===== src/rtl/sub_serial_nbit.sv =====
// sub_serial_nbit: bit-serial WIDTH-bit subtractor built from a single
// full-adder slice. Computes A - B LSB-first, one bit per clock, by inverting
// the B bit and seeding the carry with 1. Results and flags are registered
// and update together when the run completes.
//
// Optional feature macro: SUB_SERIAL_ADD_MODE_EN
//   When defined, an 'op' input exists (1 = add, 0 = subtract).
//   When undefined, the block is subtract-only.
module sub_serial_nbit #(
  parameter int WIDTH = 8
) (
  input  logic             clk,
  input  logic             rst_n,
  input  logic             start,
  input  logic [WIDTH-1:0] a,
  input  logic [WIDTH-1:0] b,
`ifdef SUB_SERIAL_ADD_MODE_EN
  input  logic             op,
`endif
  output logic             busy,
  output logic             done,
  output logic [WIDTH-1:0] result,
  output logic             carry_out,
  output logic             overflow,
  output logic             zero
);

  localparam int CNT_W = (WIDTH > 1) ? $clog2(WIDTH) : 1;
  localparam logic [CNT_W-1:0] LAST_BIT = CNT_W'(WIDTH - 1);

  typedef enum logic [1:0] {
    IDLE = 2'd0,
    RUN  = 2'd1,
    DONE = 2'd2
  } state_t;

  state_t state;
  state_t state_next;

  logic [WIDTH-1:0] a_sh;
  logic [WIDTH-1:0] b_sh;
  logic [WIDTH-1:0] sum_sh;
  logic [CNT_W-1:0] cnt;
  logic             c;
  logic             sub_r;

  logic             sub_in;
  logic             accept;
  logic             last_bit;
  logic             bb;
  logic             s;
  logic             c_next;
  logic [WIDTH-1:0] sum_next;

`ifdef SUB_SERIAL_ADD_MODE_EN
  assign sub_in = ~op;
`else
  assign sub_in = 1'b1;
`endif

  // The full-adder slice operating on the current LSBs of the shift registers.
  // While in RUN, c is the carry into the bit position being processed, so on
  // the last bit it is exactly the carry into the MSB slice.
  assign bb       = b_sh[0] ^ sub_r;
  assign s        = a_sh[0] ^ bb ^ c;
  assign c_next   = (a_sh[0] & bb) | (c & (a_sh[0] ^ bb));
  assign sum_next = {s, sum_sh[WIDTH-1:1]};

  assign accept   = (state == IDLE) && start;
  assign last_bit = (state == RUN) && (cnt == LAST_BIT);

  assign busy = (state == RUN);
  assign done = (state == DONE);

  // State register with synchronous active-low reset.
  always_ff @(posedge clk) begin
    if (!rst_n) begin
      state <= IDLE;
    end else begin
      state <= state_next;
    end
  end

  // Next-state logic: IDLE waits for start, RUN lasts WIDTH cycles, DONE lasts one.
  always_comb begin
    state_next = state;
    unique case (state)
      IDLE: if (start) state_next = RUN;
      RUN:  if (cnt == LAST_BIT) state_next = DONE;
      DONE: state_next = IDLE;
      default: state_next = IDLE;
    endcase
  end

  // Serial datapath: load operands on accept, then process one bit per RUN cycle.
  always_ff @(posedge clk) begin
    if (!rst_n) begin
      a_sh   <= '0;
      b_sh   <= '0;
      sum_sh <= '0;
      cnt    <= '0;
      c      <= 1'b0;
      sub_r  <= 1'b0;
    end else if (accept) begin
      a_sh   <= a;
      b_sh   <= b;
      sum_sh <= '0;
      cnt    <= '0;
      c      <= sub_in;
      sub_r  <= sub_in;
    end else if (state == RUN) begin
      a_sh   <= a_sh >> 1;
      b_sh   <= b_sh >> 1;
      sum_sh <= sum_next;
      cnt    <= cnt + CNT_W'(1);
      c      <= c_next;
    end
  end

  // Outputs update together only on the final bit and hold until the next completion.
  always_ff @(posedge clk) begin
    if (!rst_n) begin
      result    <= '0;
      carry_out <= 1'b0;
      overflow  <= 1'b0;
      zero      <= 1'b0;
    end else if (last_bit) begin
      result    <= sum_next;
      carry_out <= c_next;
      overflow  <= c ^ c_next;
      zero      <= (sum_next == '0);
    end
  end

endmodule


===== config.mk =====
export PLATFORM = sky130hd
export DESIGN_NAME = sub_serial_nbit
export DESIGN_NICKNAME = d
export VERILOG_FILES = /design/src/rtl/sub_serial_nbit.sv
export SDC_FILE = /design/constraint.sdc
export NUM_CORES = 1
export LEC_CHECK = 0
export CORE_MARGIN = 2
export CORE_UTILIZATION = 45
export CTS_CLUSTER_SIZE = 30
export DETAILED_ROUTE_END_ITERATION = 7
export PLACE_DENSITY_LB_ADDON = 0.3
export SLEW_MARGIN = 10
export SYNTH_ARGS = -nofsm -noshare
export SYNTH_HDL_FRONTEND = slang
export SYNTH_SLANG_ARGS = --single-unit

===== constraint.sdc =====
create_clock -name clk -period 2.6 [get_ports clk]
set_input_delay 0.26 -clock clk [delete_from_list [all_inputs] [get_ports clk]]
set_output_delay 0.26 -clock clk [all_outputs]
set_load 0.01 [all_outputs]

==> impl_results.md <==
* Leakage dissipation at approximately 0.00071 µW
* Routed vias/inst at about 5
* N_diodes at 0
* Routed len/inst at roughly 11 µm
* Post-CTS Setup Inserts at 0
* Max_cap viols at 0
* Worst-path fanout max at 13
* CP cell instances: nand2b_1 -> inv_2 -> clkdlybuf4s50_1
* IR drop worst, VDD at around 0.24 mV
* Layout cells sized above 1 at 5.752%
* Critical path data required time at approximately 2300 ps
* Starting density of the core at ~46%
* Post-DP Area at ~0.002 mm²
* Post-synth cell types at 33
* Fmax at approximately 0.45 GHz
* Hold Path Stages at 2
* Worst-Margin Slew at 634.1 ps
* Area growth, synth to finish at 22.33%
* Htree depth at 2
* Synth Warn # at 0
* Core area at ~0.0036 mm²
* PD cells at about 600 mW/mm²
* Number of buffers and inverters on the critical path at 2
* R2R depth at 3
* GRT Total Usage at 15.92%
* Final Cycle Share at 84.99%
* Slew Limit Fails at 0
* Gpl congestion at a little over 0.7
* CP max stage delay at between 500 and 600 ps
* Placed cell count at between 200 and 300
* Root Driver: clkbuf_8
* RSZ-0062 raised after global routing: false
* Most frequent cells in the layout: 61 x nand2_1, 41 x dfxtp_1, 31 x clkdlybuf4s50_1
* Yosys reg bits at slightly above 40
* Cells after synthesis at about 200
* IO Port Bufs at 31
* Setup TNS Final at 0 ps
* WHS at approximately 450 ps
* Boundary pin count at 32
* Slew margin rel. at 57.68%
* Nets at around 250
* Num CTS Buffers at 5
* Antenna violations before repair at 0
* Pin count of the biggest net entering global routing at 29
* Post-DP HPWL at 2.077 mm
* Most common cell after layout, fill and taps aside: nand2_1
* Post-cts hold buffer count at 0
* Initial drt markers at 60
* Detailed Route WL at 3.036 mm
* Die footprint at between 0.004 and 0.005 mm²
* Chip width at 64.81 µm
* Critical path depth at 3
* Setup crit start kind: flip-flop
* Clk Latency, worst-skew pair at approximately 290 ps
* Cell area after synthesis at around 0.0017 mm²
* Post-route ant nets at 0
* DR vias at around 1.4k
* Non-Filler Instances at 274
* Clock Skew at roughly 6.2 ps
* Setup violations, final at 0
* DRT Pass-1 Iters at 4
* DRC viols at 0
* Fin area at 0.002036 mm²
* Gr ovfl total at 0
* Die height at 64.81 µm
* First-pass GRT wire length at roughly 5.3 mm
* HP Class: reg2reg
* Status: completed
* Cts repair resizes at 0
* CTS sink count at 41
* Average instance area after synthesis at approximately 8.4 µm²
* Fin. Hold Viols at 0
* TritonCTS clock tree: done
* Critical Path AT at around 2000 ps
* Post-route minimum period at ~2200 ps
* # rows at 22
* Crit. End Element: primary output
* Crit Path Class: reg2out
* Clock tree buffer depth at 2
* CP max-delay cell: clkdlybuf4s50_1
* Syn_nets at between 200 and 250
* CP top delay family: buffers and inverters
* Vias in the first global route at approximately 1.3k
* Sequential cell area fraction in the yosys report at 49.32%
* Clock-pin slew on the worst setup and hold paths at around 80 ps
layer usage:
layer  GRT usage, %  part of all wire, %  up-vias
met5              0                    0        -
met4          7.181                  2.1        0
met3          4.167                  5.1        7
met2          23.97                   44       37
met1          21.36                   49      603
li1               -                    -      722
where the power goes:
part           switching (µW)  internal [µW]
combinational            77.1           68.5
clock                     210            186
sequential               17.9            656
Yosys cell counts (all sizes together):
library cell | count | area share, %
a211oi | 3 | 1.7
a21oi | 17 | 5.1
a221oi | 1 | 0.53
a22oi | 2 | 0.90
a31oi | 14 | 5.3
and2 | 1 | 0.38
and3b | 1 | 0.53
buf | 9 | 4.7
clkbuf | 3 | 0.68
dfxtp | 41 | 49
fa | 1 | 1.2
ha | 2 | 1.5
inv | 4 | 0.90
nand2 | 62 | 14
nand2b | 1 | 0.38
nand3 | 1 | 0.30
nand3b | 1 | 0.45
nor2 | 9 | 2.0
nor2b | 1 | 0.38
nor3b | 1 | 1.1
nor4 | 1 | 0.38
nor4b | 1 | 0.53
o21ai | 15 | 4.5
o21ba | 1 | 0.60
o21bai | 1 | 0.45
or3b | 1 | 0.53
xnor2 | 3 | 1.6
flip-flops by register name, summed over array words and instances, names as in the netlist:
| name | cells |
|---|---|
| result | 8 |
| carry_out | 1 |
| b_sh | 8 |
| sum_sh | 7 |
| zero | 1 |
| a_sh | 8 |
| sub_r | 1 |
| overflow | 1 |
| state | 2 |
| c | 1 |
| cnt | 3 |
layout make-up:
class                   instances  area [µm²]
clock inverters                 2       10.01
inverters                       4       15.01
multi-input cells             141       739.5
flip-flops and latches         41       820.8
repair buffers                 32       317.8
clock buffers                   6       72.57
well taps                      48       60.06
fillers                       361        1570
worst register-to-register path: stages (launching register included):
cell and delay [ps]:
dfxtp_1 500, or3b_1 520, nand2_2 270, a211oi_2 230
through the flow:
| step | setup WS (ps) | utilization, % | total power [µW] |
|---|---|---|---|
| final | 390.1 | 56.45 | 1216 |
| after CTS | 365.1 | 56.45 | 1228 |
| after detailed placement | 683.6 | 54.16 | 835.0 |
| after global routing | 251.3 | 56.45 | 1277 |
| after global placement | 717.5 | 54.16 | 832.8 |
| after floorplan | 1145 | - | 796.6 |
cell families (layout without fill, tap and decap cells):
family / count (synthesis) / after routing / share of synthesized area (%)
compound gates: 54 / 54 / 19.02
xor+xnor: 3 / 3 / 1.579
fa+ha+maj: 3 / 3 / 2.707
buf+inv: 16 / 44 / 6.240
flops: 41 / 41 / 49.32
simple gates: 81 / 81 / 21.13
worst paths after layout:
path,start,endpoint,slack [ps]
worst max register to register,state[0]$_SDFFE_PN0P_,sum_sh[7]$_SDFFE_PP0P_,990
worst max-delay path,state[0]$_SDFFE_PN0P_,busy,390
worst min-delay path,overflow$_SDFFE_PN0P_,overflow$_SDFFE_PN0P_,450
worst min register to register,overflow$_SDFFE_PN0P_,overflow$_SDFFE_PN0P_,450
No activity file was read; power rests on OpenSTA's default activity.
